==> src/rtl/linear_layer_start_fifo_ctrl_pkg.sv <==
// Shared types and helpers for the start-token FIFO: occupancy state encoding
// and the width of the occupancy counter derived from the address width.
package linear_layer_start_fifo_ctrl_pkg;

    typedef enum logic [1:0] {
        ST_EMPTY   = 2'd0,
        ST_PARTIAL = 2'd1,
        ST_FULL    = 2'd2
    } fifo_state_t;

    // One extra bit so the counter can hold DEPTH == 2**addr_width.
    function automatic int occ_width(input int addr_width);
        return addr_width + 1;
    endfunction

endpackage

==> src/rtl/linear_layer_start_fifo_srl.sv <==
// Shift-chain token storage: a write shifts every entry one deeper and lands din at index 0.
// Read is combinational (dout = mem[addr]); no reset, contents are don't-care until written.
module linear_layer_start_fifo_srl #(
    parameter int DATA_WIDTH = 1,
    parameter int ADDR_WIDTH = 3,
    parameter int DEPTH      = 7
) (
    input  logic                  clk,
    input  logic                  we,
    input  logic [ADDR_WIDTH-1:0] addr,
    input  logic [DATA_WIDTH-1:0] din,
    output logic [DATA_WIDTH-1:0] dout
);

    logic [DATA_WIDTH-1:0] mem [0:DEPTH-1];

    always_ff @(posedge clk) begin
        if (we) begin
            for (int i = DEPTH - 1; i > 0; i--) begin
                mem[i] <= mem[i-1];
            end
            mem[0] <= din;
        end
    end

    assign dout = mem[addr];

endmodule

==> src/rtl/linear_layer_start_fifo_ctrl.sv <==
// First-word fall-through start-token FIFO: counter, registered flags and FSM around an SRL.
// Push lands next edge; full/empty flags are registered from next state, so requests at full/empty are dropped.
module linear_layer_start_fifo_ctrl
    import linear_layer_start_fifo_ctrl_pkg::*;
#(
    parameter int DATA_WIDTH = 1,
    parameter int ADDR_WIDTH = 3,
    parameter int DEPTH      = 7
) (
    input  logic                  clk,
    input  logic                  reset,
    input  logic                  if_write_ce,
    input  logic                  if_write,
    input  logic [DATA_WIDTH-1:0] if_din,
    output logic                  if_full_n,
    input  logic                  if_read_ce,
    input  logic                  if_read,
    output logic [DATA_WIDTH-1:0] if_dout,
    output logic                  if_empty_n,
    output logic [ADDR_WIDTH:0]   if_num_data_valid,
    output logic [ADDR_WIDTH:0]   if_fifo_cap
);

    localparam int CW = occ_width(ADDR_WIDTH);
    localparam logic [CW-1:0] CAP = CW'(DEPTH);
    localparam logic [CW-1:0] ONE = CW'(1);

    fifo_state_t           state_q;
    fifo_state_t           state_nxt;
    logic [CW-1:0]         cnt_q;
    logic                  full_n_q;
    logic                  empty_n_q;
    logic                  full_n_nxt;
    logic                  empty_n_nxt;
    logic                  push;
    logic                  pop;
    logic [ADDR_WIDTH-1:0] rd_addr;

    assign push = if_write_ce & if_write & full_n_q;
    assign pop  = if_read_ce & if_read & empty_n_q;

    // Oldest token sits at cnt-1; a simultaneous push/pop shifts the next-oldest into that slot.
    assign rd_addr = (cnt_q != '0) ? ADDR_WIDTH'(cnt_q - ONE) : '0;

    always_ff @(posedge clk or posedge reset) begin
        if (reset) begin
            cnt_q <= '0;
        end else begin
            unique case ({push, pop})
                2'b10:   cnt_q <= cnt_q + ONE;
                2'b01:   cnt_q <= cnt_q - ONE;
                default: cnt_q <= cnt_q;
            endcase
        end
    end

    always_ff @(posedge clk or posedge reset) begin
        if (reset) begin
            state_q   <= ST_EMPTY;
            empty_n_q <= 1'b0;
            full_n_q  <= 1'b1;
        end else begin
            state_q   <= state_nxt;
            empty_n_q <= empty_n_nxt;
            full_n_q  <= full_n_nxt;
        end
    end

    always_comb begin
        state_nxt = state_q;
        unique case (state_q)
            ST_EMPTY: begin
                if (push) state_nxt = (DEPTH == 1) ? ST_FULL : ST_PARTIAL;
            end
            ST_PARTIAL: begin
                if (push && !pop && (cnt_q == CAP - ONE)) begin
                    state_nxt = ST_FULL;
                end else if (pop && !push && (cnt_q == ONE)) begin
                    state_nxt = ST_EMPTY;
                end
            end
            ST_FULL: begin
                if (pop) state_nxt = (DEPTH == 1) ? ST_EMPTY : ST_PARTIAL;
            end
            default: state_nxt = ST_EMPTY;
        endcase
    end

    always_comb begin
        empty_n_nxt = (state_nxt != ST_EMPTY);
        full_n_nxt  = (state_nxt != ST_FULL);
    end

    linear_layer_start_fifo_srl #(
        .DATA_WIDTH (DATA_WIDTH),
        .ADDR_WIDTH (ADDR_WIDTH),
        .DEPTH      (DEPTH)
    ) u_srl (
        .clk  (clk),
        .we   (push),
        .addr (rd_addr),
        .din  (if_din),
        .dout (if_dout)
    );

    assign if_full_n         = full_n_q;
    assign if_empty_n        = empty_n_q;
    assign if_num_data_valid = cnt_q;
    assign if_fifo_cap       = CAP;

endmodule

==> config.mk <==
export PLATFORM = sky130hd
export DESIGN_NAME = linear_layer_start_fifo_ctrl
export DESIGN_NICKNAME = d
export VERILOG_FILES = /design/src/rtl/linear_layer_start_fifo_ctrl_pkg.sv /design/src/rtl/linear_layer_start_fifo_srl.sv /design/src/rtl/linear_layer_start_fifo_ctrl.sv
export SDC_FILE = /design/constraint.sdc
export NUM_CORES = 1
export LEC_CHECK = 0
export BUFFER_PORTS_ARGS = -buffer_cell sky130_fd_sc_hd__buf_2
export CORE_MARGIN = 4
export CORE_UTILIZATION = 40
export CTS_CLUSTER_SIZE = 25
export DETAILED_ROUTE_END_ITERATION = 8
export PLACE_DENSITY = 0.66
export SYNTH_ARGS = -nofsm -noshare
export SYNTH_HDL_FRONTEND = slang
export SYNTH_SLANG_ARGS = --single-unit
==> constraint.sdc <==
create_clock -name clk -period 4 [get_ports clk]
set_input_delay 0.4 -clock clk [delete_from_list [all_inputs] [get_ports clk]]
set_output_delay 0.4 -clock clk [all_outputs]
set_load 0.05 [all_outputs]
# ---- Word level (Yosys, flattened, before mapping)
# Memory sizes are Yosys's and may differ from the RTL's.
# Cells that the tools add are included.
dict set report word_totals {
  wordCells 37
  mem_bits_rw 7
  memories 1
  in_bits 7
  out_inout_bits 11
  regBits 8
}
# memory words word_bits read_ports rd_ports_with_merged_regs write_ports line
set mem_list {}
lappend mem_list {u_srl.mem 7 1 7 0 7 linear_layer_start_fifo_srl.sv:15} ;# logic [DATA_WIDTH-1:0] mem [0:DEPTH-1];
dict set report op_classes {
  bitwise_logic 4
  eq_ne 7
  n_addsub 2
  reduce_logical 10
  muxes 9
}
# operator n
set op_table {}
lappend op_table {{2-bit two-way mux} 4}
lappend op_table {{4-bit case mux with 2 select lines} 1}
lappend op_table {{2-bit case mux with 3 select lines} 1}
lappend op_table {{4-bit by 1-bit adder with 4-bit output (second input constant)} 1}
lappend op_table {{1-bit bitwise AND} 4}
lappend op_table {{2-bit by 1-bit equality test with 1-bit output (second input constant)} 2}
lappend op_table {{2-bit equality test (second input constant)} 2}
lappend op_table {{4-bit by 1-bit equality test with 1-bit output (second input constant)} 1}
lappend op_table {{4-bit by 3-bit equality test with 1-bit output (second input constant)} 1}
lappend op_table {{1-bit logical AND} 4}
lappend op_table {{2-bit nonzero test} 2}
lappend op_table {{4-bit nonzero test} 1}
lappend op_table {{4-bit by 1-bit subtractor with 4-bit output (second input constant)} 1}
lappend op_table {{3-bit two-way mux} 1}
lappend op_table {{1-bit zero test} 2}
lappend op_table {{2-bit zero test} 1}
lappend op_table {{1-bit two-way mux} 2}
lappend op_table {{2-bit inequality test (second input constant)} 1}

# ---- Longest topological paths before layout
# Gate-level depths: netlist of the first run.
dict set report logic_depth {
  depth_word 9
  mapped_depth 8
  depth_no_buf 6
}

# ---- Hierarchy
# A second synthesis of the first run with hierarchy kept.
dict set report hier_totals {
  cells_unflattened 69
  hier_area_um2 794.5
}
# module seq_area_each_um2 area_per_inst_um2 n_inst cells_each
set by_module_without_submodules {}
lappend by_module_without_submodules {linear_layer_start_fifo_ctrl 201.4 531.8 1 57}
lappend by_module_without_submodules {linear_layer_start_fifo_srl 210.2 262.8 1 12}

# ---- Worst setup path after synthesis of the first run
# No wires, ideal clock.
dict set report synth_path {
  path_kind {register to output}
  start {reg cnt_q[0] (netlist: if_num_data_valid[0])}
  end {out if_dout}
  required_ps 3600
  path_buffers 2
  arrival_time_ps 2399
  path_stages_with_launch 8
  setup_slack_ps 1201
  path_cell_list {dfrtp_1 buf_6 inv_8 ha_1 clkbuf_1 and4bb_2 o32a_1 a21oi_1}
}
dict set report synth_between {
  elab_chain_cells 3
  word_cells_on_any_way 4
  classes_between {1 x add/sub; 1 x mux; 1 x reduce/logical; 1 x memory}
}
# item line
set synth_lines {}
lappend synth_lines {{from (decl)} linear_layer_start_fifo_ctrl.sv:30} ;# logic [CW-1:0] cnt_q;
lappend synth_lines {{from (signal assigned)} linear_layer_start_fifo_ctrl.sv:50} ;# 2'b10: cnt_q <= cnt_q + ONE;
lappend synth_lines {{from (signal assigned)} linear_layer_start_fifo_ctrl.sv:51} ;# 2'b01: cnt_q <= cnt_q - ONE;
lappend synth_lines {{from (signal assigned)} linear_layer_start_fifo_ctrl.sv:52} ;# default: cnt_q <= cnt_q;
lappend synth_lines {{4-bit by 1-bit subtractor with 4-bit output / 4-bit nonzero test (equally long branches)} n/a}
lappend synth_lines {{3-bit two-way mux *} linear_layer_start_fifo_ctrl.sv:43} ;# assign rd_addr = (cnt_q != '0) ? ADDR_WIDTH'(cnt_q - ONE) : '0;
lappend synth_lines {{memory 7 x 1 bit *} n/a}
lappend synth_lines {{to (decl)} linear_layer_start_fifo_ctrl.sv:18} ;# output logic [DATA_WIDTH-1:0] if_dout,
# Every way passes the cells marked *; elsewhere a longest branch is shown, timed or not.

# ---- Worst setup path in the final report of the first run
# Ends and elaborated chain as after synthesis.

==> results of run 1 <==
cell families after synthesis:
family / Yosys count / synth area share (%)
simple gates: 17 / 11.7
compound gates: 16 / 12.2
flops: 15 / 48.3
buf+inv: 13 / 9.25
fa+ha+maj: 6 / 8.81
xor+xnor: 4 / 4.11
mux: 4 / 4.70
other cells: 2 / 0.881
routing by layer:
| metal | global-route usage (%) | wire length [µm] | up-vias | share of wire, % |
|---|---|---|---|---|
| li1 | - | - | 290 | - |
| met1 | 17.5 | 777 | 273 | 47 |
| met2 | 19.5 | 720 | 22 | 44 |
| met3 | 4.99 | 97 | 4 | 5.9 |
| met4 | 7.05 | 40 | 0 | 2.4 |
| met5 | 0 | 0 | - | 0 |
worst max path at each step:
stage | slack (ns) | cells after the start | to | startpoint
floorplan | 1.20 | 7 | if_dout | if_num_data_valid[0]
global placement | 1.88 | 6 | if_dout | if_num_data_valid[0]
detailed placement | 1.84 | 6 | if_dout | if_num_data_valid[0]
CTS | 1.50 | 6 | if_dout | if_num_data_valid[0]
global route | 1.34 | 6 | if_dout | if_num_data_valid[0]
finish | 1.50 | 6 | if_dout | if_num_data_valid[0]
cell usage after synthesis (2+ instances only):
| cell | number |
|---|---|
| buf_4 | 4 |
| conb_1 | 2 |
| ha_1 | 6 |
| nor2_1 | 5 |
| nand3_1 | 3 |
| mux2i_1 | 4 |
| xnor2_1 | 3 |
| o21ai_0 | 4 |
| a21oi_1 | 4 |
| nand2b_1 | 3 |
| a31oi_1 | 2 |
| inv_1 | 5 |
| dfrtp_1 | 7 |
| edfxtp_1 | 7 |
area by class of cell:
cell class                 instances  area share [%]
sequential                        15            43.8
multi-input combinational         51            39.2
timing repair buffer              13            6.91
inverter                           7            3.59
tap                               27            3.59
clock buffer                       3            2.39
clock inverter                     1           0.532
stage by stage:
stage          hold WS (ns)  util (%)
4_1_cts              0.0497      47.0
2_1_floorplan         0.215         -
6_report             0.0415      47.0
3_3_place_gp          0.369      45.6
3_5_place_dp          0.373      45.6
5_1_grt              0.0684      47.0
flip-flops by register name, indices dropped and copies added, names as in the netlist:
name / cells
u_srl.mem: 7
state_q: 2
if_empty_n: 1
if_num_data_valid: 4
if_full_n: 1
critical path: stages, from the launching register on:
cell and delay, ns:
dfrtp_1 0.63, ha_1 0.38, mux2i_1 0.11, o21ai_0 0.20
a21oi_1 0.10, a21oi_1 0.13, buf_2 0.27
placed cells by master, fill, tap and decap left out:
master	count
buf_2	13
dfrtp_1	7
edfxtp_1	7
ha_1	6
nor2_1	5
inv_1	5
mux2i_1	4
o21ai_0	4
a21oi_1	4
conb_1	4
xnor2_1	3
nand3_1	3
nand2b_1	3
clkbuf_4	3
a31oi_1	2
inv_2	1
nand4b_1	1
o22a_1	1
inv_8	1
o22ai_1	1
o211a_1	1
nor3_1	1
a211oi_1	1
and4bb_2	1
o32a_1	1
or4_4	1
nand4_1	1
a21oi_2	1
xor2_1	1
nand2_1	1
clkinv_2	1
dfstp_2	1
power by group:
group          internal, W  leakage, nW  switching (W)   total, W
logic             0.000130        0.249       0.000269   0.000399
clock network    0.0000372       0.0177      0.0000540  0.0000912
registers         0.000198        0.159      0.0000601   0.000259
==> metrics.txt, run 1 <==
status finished, final reports clean; cells after synthesis 77; TritonCTS buffer count 3; Remaining DRCs 0; Synth Cell Area roughly 850 µm²; TNS Setup 0 ns; CTS tree yes; Slew Limit Fails 0; WL/cell approximately 14 µm; critical path capture point type output port; ANT nets after route 0; setup violators final 0; Peak VDD IR roughly 430 µV; max-cap violations 0; clk sinks 15; Worst setup SP type flop; CTS Buffer Depth 2; postcts setup bufs 0; WP data required around 3.6 ns; DPL Wire Length between 1000 and 1500 µm; post-CTS sizing 0; Crit Path Category reg2out; clk root buf clkbuf_4; post-route setup slack ~1.5 ns; synth warn 0; Worst Path Arrival between 2 and 2.5 ns; initial antenna violation count 0; Worst R2R Path Depth 5; Mean Syn Cell Area around 11 µm²; Die H ~54 µm; fillers approximately 200; Via density slightly above 5; Final Instance Area roughly 940 µm²; flops & latches, synth 15; n_diodes 0; CP Max Fanout 10; gr usage total 13.5%; initial drt markers 18; HP Class in2async; R2R Path End if_num_data_valid[3]; Tmin final between 2 and 2.5 ns; # rows 16; Placed Instances 113; Die Area just under 0.003 mm²; Pwr Total around 0.00075 W; r2r startpoint if_full_n; Max Freq 400 MHz; Distinct cells, synth 32; Starting Density between 40% and 50%; placed inst area 913 µm²; reg2reg setup slack around 2.3 ns; IO Pins 18; vias slightly below 600; register area share after synthesis between 40% and 50%; # hold bufs at CTS 0; Final Net Count 104; I/O Buffers 13; Power Dens Cells 796 mW/mm²; RSZ-0062 raised after global routing no; Final Skew 0.0124 ns; largest net degree at the start of global routing 11; ratio of cells with drive above 1 in the final layout between 20% and 30%; EDFF count, synth 7; Clock Latency Late Sink approximately 0.30 ns; clock-pin slew on the worst setup and hold paths around 0.10 ns; FFs w/ async S/R, synth between 50% and 60%; Die X around 54 µm; dpl ws between 1.5 and 2 ns; Main synth FF type edfxtp_1; final hold vios 0; Reg area about 410 µm²; total congestion overflow 0; H-tree levels 1; Synth area leaders edfxtp_1 25%, dfrtp_1 21%, ha_1 8.8%; Pre-antenna DRT Iters 4; fin crit share about 62%; number of global-route vias before repair 591; Pleak about 0.43 nW; global-route wire length before repair between 2000 and 3000 µm; final non-filler cell total approximately 120; Placer Congestion between 0.8 and 0.9; Synth area leader edfxtp_1; routed wire length 1640 µm; top cell type's share of synthesized area between 20% and 30%; multi-input logic area 369 µm²; Area growth syn-to-layout 10.4%; area of the core 0.00200 mm²
Note: power is estimated with default switching activity, not from simulation.
==> run 2: changes to the inputs <==
==> constraint.sdc (replaced) <==
create_clock -name clk -period 2.3 [get_ports clk]
set_input_delay 0.23 -clock clk [delete_from_list [all_inputs] [get_ports clk]]
set_output_delay 0.23 -clock clk [all_outputs]
set_load 0.05 [all_outputs]
==> run 2 against run 1 <==
Critical path type unchanged; cell count is 1.7% higher; clock skew is 0.0069 ns lower; clock power is 79% higher; design area is 3.5% higher; via count is 3.1% higher; sequential power is 68% higher; worst hold slack better by 0.065 ns; global-route usage stayed put; flip-flop and latch count stayed put.
==> metrics.txt, run 2 (synthesized netlist as in run 1, its figures left out) <==
Clock Latency Late Sink 0.30 ns (about the same); total congestion overflow 0 (unchanged); Pleak 0.432 nW (+1.5%); gr usage total 13.5% (unchanged); critical path capture point type output port; CTS tree yes; TritonCTS buffer count 3 (unchanged); Worst setup SP type flop; final hold vios 0 (unchanged); fin crit share 95.3%; most frequent cells in the layout 13 x buf_2, 7 x edfxtp_1, 6 x ha_1, 6 x dfrtp_1; Slew Limit Fails 0 (unchanged); CP Capture Point if_dout; r2r startpoint if_full_n; number of global-route vias before repair 581 (-1.7%); Via density 5.10 (+1.3%); largest stage delay on the critical path 0.44 ns (-0.19 ns); Worst R2R Path Depth 5 (unchanged); met2 GRT Util 20.7% (+1.2 points); met3 Use GR 6.09% (+1.1 points); Max Freq between 400 and 500 MHz; vias 607 (+3.1%); DPL Wire Length 1200 µm (+4.1%); n_diodes 0 (unchanged); Crit-path slowest cell dfrtp_1; Pwr Total 0.00135 W (+80%); Area growth syn-to-layout 14.2%; met1 GRT Util 15.6% (-1.9 points); number of flip-flops in the largest register 7 (unchanged); layer carrying the most global-route usage met2; clk root buf clkbuf_4; Starting Density 42.6% (unchanged); global-route wire length before repair 2700 µm (-0.77%); IO Pins 18 (unchanged); Top reg by flops u_srl.mem; WP data required 2.07 ns (-1.53 ns); Final Net Count 106 (+1.9%); largest net degree at the start of global routing 11 (unchanged); most common cell after layout, fill and taps aside buf_2; clk sinks 15 (unchanged); HP Class in2reg; Die Area 0.00293 mm² (unchanged); # rows 16 (unchanged); Final Skew 0.00549 ns (-0.00687 ns); Final Instance Area 973 µm² (+3.5%); Crit Path Category reg2out; status finished, final reports clean; placed inst area 925 µm² (+1.2%); crit path cell chain inv_1 > ha_1 > o211a_1 > o21ai_0 > a21oi_4 > buf_2; WL/cell 13.6 µm (-3.1%); Peak VDD IR 764 µV (+77%); H-tree levels 1 (unchanged); CP Launch Point if_num_data_valid[1]; CP Max Fanout 9 (-1); Die X 54.2 µm (unchanged); Placer Congestion 0.811 (-2.8%); initial antenna violation count 0 (unchanged); setup violators final 0 (unchanged); ratio of cells with drive above 1 in the final layout 28.3% (+2.7 points); RSZ-0062 raised after global routing no; I/O Buffers 13 (unchanged); ANT nets after route 0 (unchanged); Pre-antenna DRT Iters 4 (unchanged); TNS Setup 0 ns (unchanged); Tmin final approximately 2.2 ns; Die H 54.2 µm (unchanged); R2R Path End if_num_data_valid[3]; max-cap violations 0 (unchanged); Remaining DRCs 0 (unchanged); initial drt markers 10 (-8); routed wire length 1610 µm (-1.4%); area of the core 0.00200 mm² (unchanged); reg2reg setup slack 0.56 ns (-1.71 ns); clock-pin slew on the worst setup and hold paths 0.10 ns (about the same); Worst Path Arrival 1.96 ns (-0.14 ns); CTS Buffer Depth 2 (unchanged); Power Dens Cells 1380 mW/mm² (+74%)
run 2: cell count changes in the layout (fill, tap and decap cells not counted):
cell,delta
dfrtp_1,-1
a21oi_4,+1
dfrtp_2,+1
clkinv_2,-1
clkinvlp_4,+1
a21oi_1,-1
dlygate4sd3_1,+1
buf_4,+1
run 2: cell type report:
class | count | area [µm²]
clock buffers | 3 | 22.5
clock inverters | 1 | 7.51
fillers | 192 | 1030
inverters | 7 | 33.8
multi-input cells | 51 | 380
flip-flops and latches | 15 | 413
well taps | 27 | 33.8
repair buffers | 15 | 82.6
run 2: critical path, delay by kind of cell (launching register included):
family | cells | cell delay [ns]
compound gates | 3 | 0.50
flops | 1 | 0.44
buf+inv | 2 | 0.40
fa+ha+maj | 1 | 0.33
run 2: power breakdown:
| part | total, W | internal (W) | switching, W |
|---|---|---|---|
| logic | 0.000749 | 0.000253 | 0.000496 |
| registers | 0.000436 | 0.000348 | 0.0000886 |
| clock network | 0.000163 | 0.0000663 | 0.0000965 |
run 2: timing repair:
item,CTS,global route
resized for setup,1,0
endpoints found under the hold margin,7,0
setup buffers,0,1
setup endpoints to repair,1,1
hold buffers,1,0
run 2: worst min path at each step:
stage	startpoint	to	slack, ns	cells past startpoint
finish	if_din	u_srl.mem[0]	0.11	1
global route	if_din	u_srl.mem[0]	0.07	1
CTS	if_din	u_srl.mem[0]	0.09	1
detailed placement	reset	if_num_data_valid[3]	0.21	2
global placement	reset	if_num_data_valid[3]	0.19	2
floorplan	reset	if_empty_n	0.04	1
run 2: per-layer routing:
metal / part of all wire (%) / up-vias
li1: - / 296
met1: 44 / 285
met2: 47 / 20
met3: 6.0 / 6
met4: 2.0 / 0
met5: 0 / -
run 2: per-stage QoR:
stage | hold slack [ns] | utilization [%] | setup WS [ns] | cells
after floorplan | 0.0449 | - | 0.0865 | 79
after global routing | 0.0749 | 48.6 | 0.0259 | 119
after CTS | 0.0928 | 48.3 | 0.0493 | 118
after detailed placement | 0.208 | 46.2 | 0.266 | 113
after global placement | 0.194 | 46.2 | 0.292 | 113
final | 0.106 | 48.6 | 0.107 | 119
==> run 3: changes to the inputs <==
--- a/config.mk
+++ b/config.mk
@@ -6,11 +6,13 @@
 export NUM_CORES = 1
 export LEC_CHECK = 0
 export BUFFER_PORTS_ARGS = -buffer_cell sky130_fd_sc_hd__buf_2
+export CELL_PAD_IN_SITES_DETAIL_PLACEMENT = 0
+export CELL_PAD_IN_SITES_GLOBAL_PLACEMENT = 1
 export CORE_MARGIN = 4
 export CORE_UTILIZATION = 40
 export CTS_CLUSTER_SIZE = 25
 export DETAILED_ROUTE_END_ITERATION = 8
-export PLACE_DENSITY = 0.66
+export PLACE_DENSITY = 0.79
 export SYNTH_ARGS = -nofsm -noshare
 export SYNTH_HDL_FRONTEND = slang
 export SYNTH_SLANG_ARGS = --single-unit
==> run 3 against run 2 <==
Cell count up 0.84%; combinational power barely moved; first-iteration DRC count is 40% higher; critical path depth unchanged.
==> metrics.txt, run 3 (synthesized netlist as in run 1, its figures left out) <==
status finished, final reports clean; number of global-route vias before repair 583 (+0.34%); ANT nets after route 0 (unchanged); Tmin final 2.23 ns (+0.0343 ns); Die H 54.2 µm (unchanged); H-tree levels 1 (unchanged); most frequent cells in the layout 13 x buf_2, 7 x edfxtp_1, 6 x dfrtp_1; initial antenna violation count 0 (unchanged); Finished Core Util 48.9% (+0.31 points); Final Skew 0.00689 ns (+0.00140 ns); Max Freq 449 MHz (-1.5%); gr usage total 12.0% (-1.6 points); Pre-antenna DRT Iters 3 (-1); TritonCTS buffer count 3 (unchanged); n_diodes 0 (unchanged); dpl ws 0.264 ns (-0.00274 ns); placed inst area 925 µm² (unchanged); IO Pins 18 (unchanged); HP Class in2reg; Starting Density 42.6% (unchanged); Worst R2R Path Depth 5 (unchanged); number of flip-flops in the largest register 7 (unchanged); Via density 4.98 (-2.5%); Top reg by flops u_srl.mem; reg2reg setup slack 0.55 ns (about the same); CTS tree yes; total congestion overflow 0 (unchanged); Final Net Count 107 (+0.94%); WL/cell 12.8 µm (-5.7%); Die X 54.2 µm (unchanged); Clock Latency Late Sink 0.27 ns (-0.03 ns); Final Instance Area 980 µm² (+0.64%); WP data required 2.07 ns (about the same); fin crit share 96.8% (+1.5 points); I/O Buffers 13 (unchanged); r2r startpoint if_full_n; setup violators final 0 (unchanged); R2R Path End if_num_data_valid[3]; routed wire length 1530 µm (-4.9%); # rows 16 (unchanged); area of the core 0.00200 mm² (unchanged); Power Dens Cells 1370 mW/mm² (-1.1%); ratio of cells with drive above 1 in the final layout 29.0% (+0.77 points); Slew Limit Fails 0 (unchanged); hold path cells 1 (unchanged); hold_ws 0.134 ns (+0.0279 ns); Worst setup SP type flop; clock-pin slew on the worst setup and hold paths 0.09 ns (about the same); initial drt markers 14 (+4); post-route setup slack 0.0729 ns (-0.0343 ns); fillers 188 (-2.1%); Hold Crit Start if_din; DPL Wire Length 1150 µm (-3.9%); clk root buf clkbuf_4; Hold Path End u_srl.mem[0]; Crit Path Category reg2out; largest net degree at the start of global routing 11 (unchanged); vias 597 (-1.6%); Peak VDD IR 684 µV (-10%); Pwr Total 0.00134 W (-0.48%); Pleak 0.436 nW (+0.95%); Die Area 0.00293 mm² (unchanged); Worst Path Arrival 2.00 ns (+0.04 ns); Placer Congestion 0.780 (-3.9%); CTS Buffer Depth 2 (unchanged); most common cell after layout, fill and taps aside buf_2; CP Max Fanout 9 (unchanged); critical path capture point type output port; Remaining DRCs 0 (unchanged); max-cap violations 0 (unchanged); final hold vios 0 (unchanged); clk sinks 15 (unchanged); Area growth syn-to-layout 15.0%; global-route wire length before repair 2490 µm (-7.7%)
[run 3: metrics by stage]
| stage | cells | TNS (ns) |
|---|---|---|
| detailed placement | 113 | 0 |
| global route | 120 | -0.00694 |
| floorplan | 79 | 0 |
| global placement | 113 | 0 |
| CTS | 118 | 0 |
| finish | 120 | 0 |
[run 3: how the worst max path moves through the flow]
stage / endpoint / start / cells after the start
floorplan: if_dout / if_num_data_valid[0] / 7
global placement: if_dout / if_num_data_valid[0] / 6
detailed placement: if_dout / if_num_data_valid[0] / 6
CTS: if_dout / if_num_data_valid[0] / 6
global route: if_dout / if_num_data_valid[1] / 6
finish: if_dout / if_num_data_valid[1] / 6
[run 3: layout make-up]
type,count,area (µm²),area share [%]
repair buffers,16,90.1,9.20
well taps,27,33.8,3.45
clock buffers,4,26.3,2.68
inverters,7,33.8,3.45
flip-flops and latches,15,413,42.1
multi-input cells,51,383,39.1
[run 3: critical path, stage by stage (launching register included)]
cell and delay [ns]:
dfrtp_1 0.45, inv_1 0.15, ha_1 0.35, o211a_1 0.20, o21ai_0 0.14, a21oi_4 0.17, buf_2 0.27
[run 3: repair_timing]
action | in CTS | in global routing
hold endpoints to repair | 7 | 0
hold buffers | 1 | 0
gates cloned | 0 | 0
setup buffers | 0 | 2
endpoints found under the setup margin | 1 | 1
resized for setup | 1 | 1
[run 3: power breakdown]
group / leakage (nW) / total [W] / internal [W] / switching (W)
Clock: 0.0150 / 0.000144 / 0.0000671 / 0.0000767
Combinational: 0.263 / 0.000752 / 0.000263 / 0.000489
Sequential: 0.158 / 0.000445 / 0.000348 / 0.0000973
[run 3: routing by layer]
layer	vias up	wire, µm	track usage (%)
met5	-	0	0
met4	0	34	5.39
met3	4	63	3.32
met2	14	745	19.9
met1	282	691	14.2
li1	297	-	-
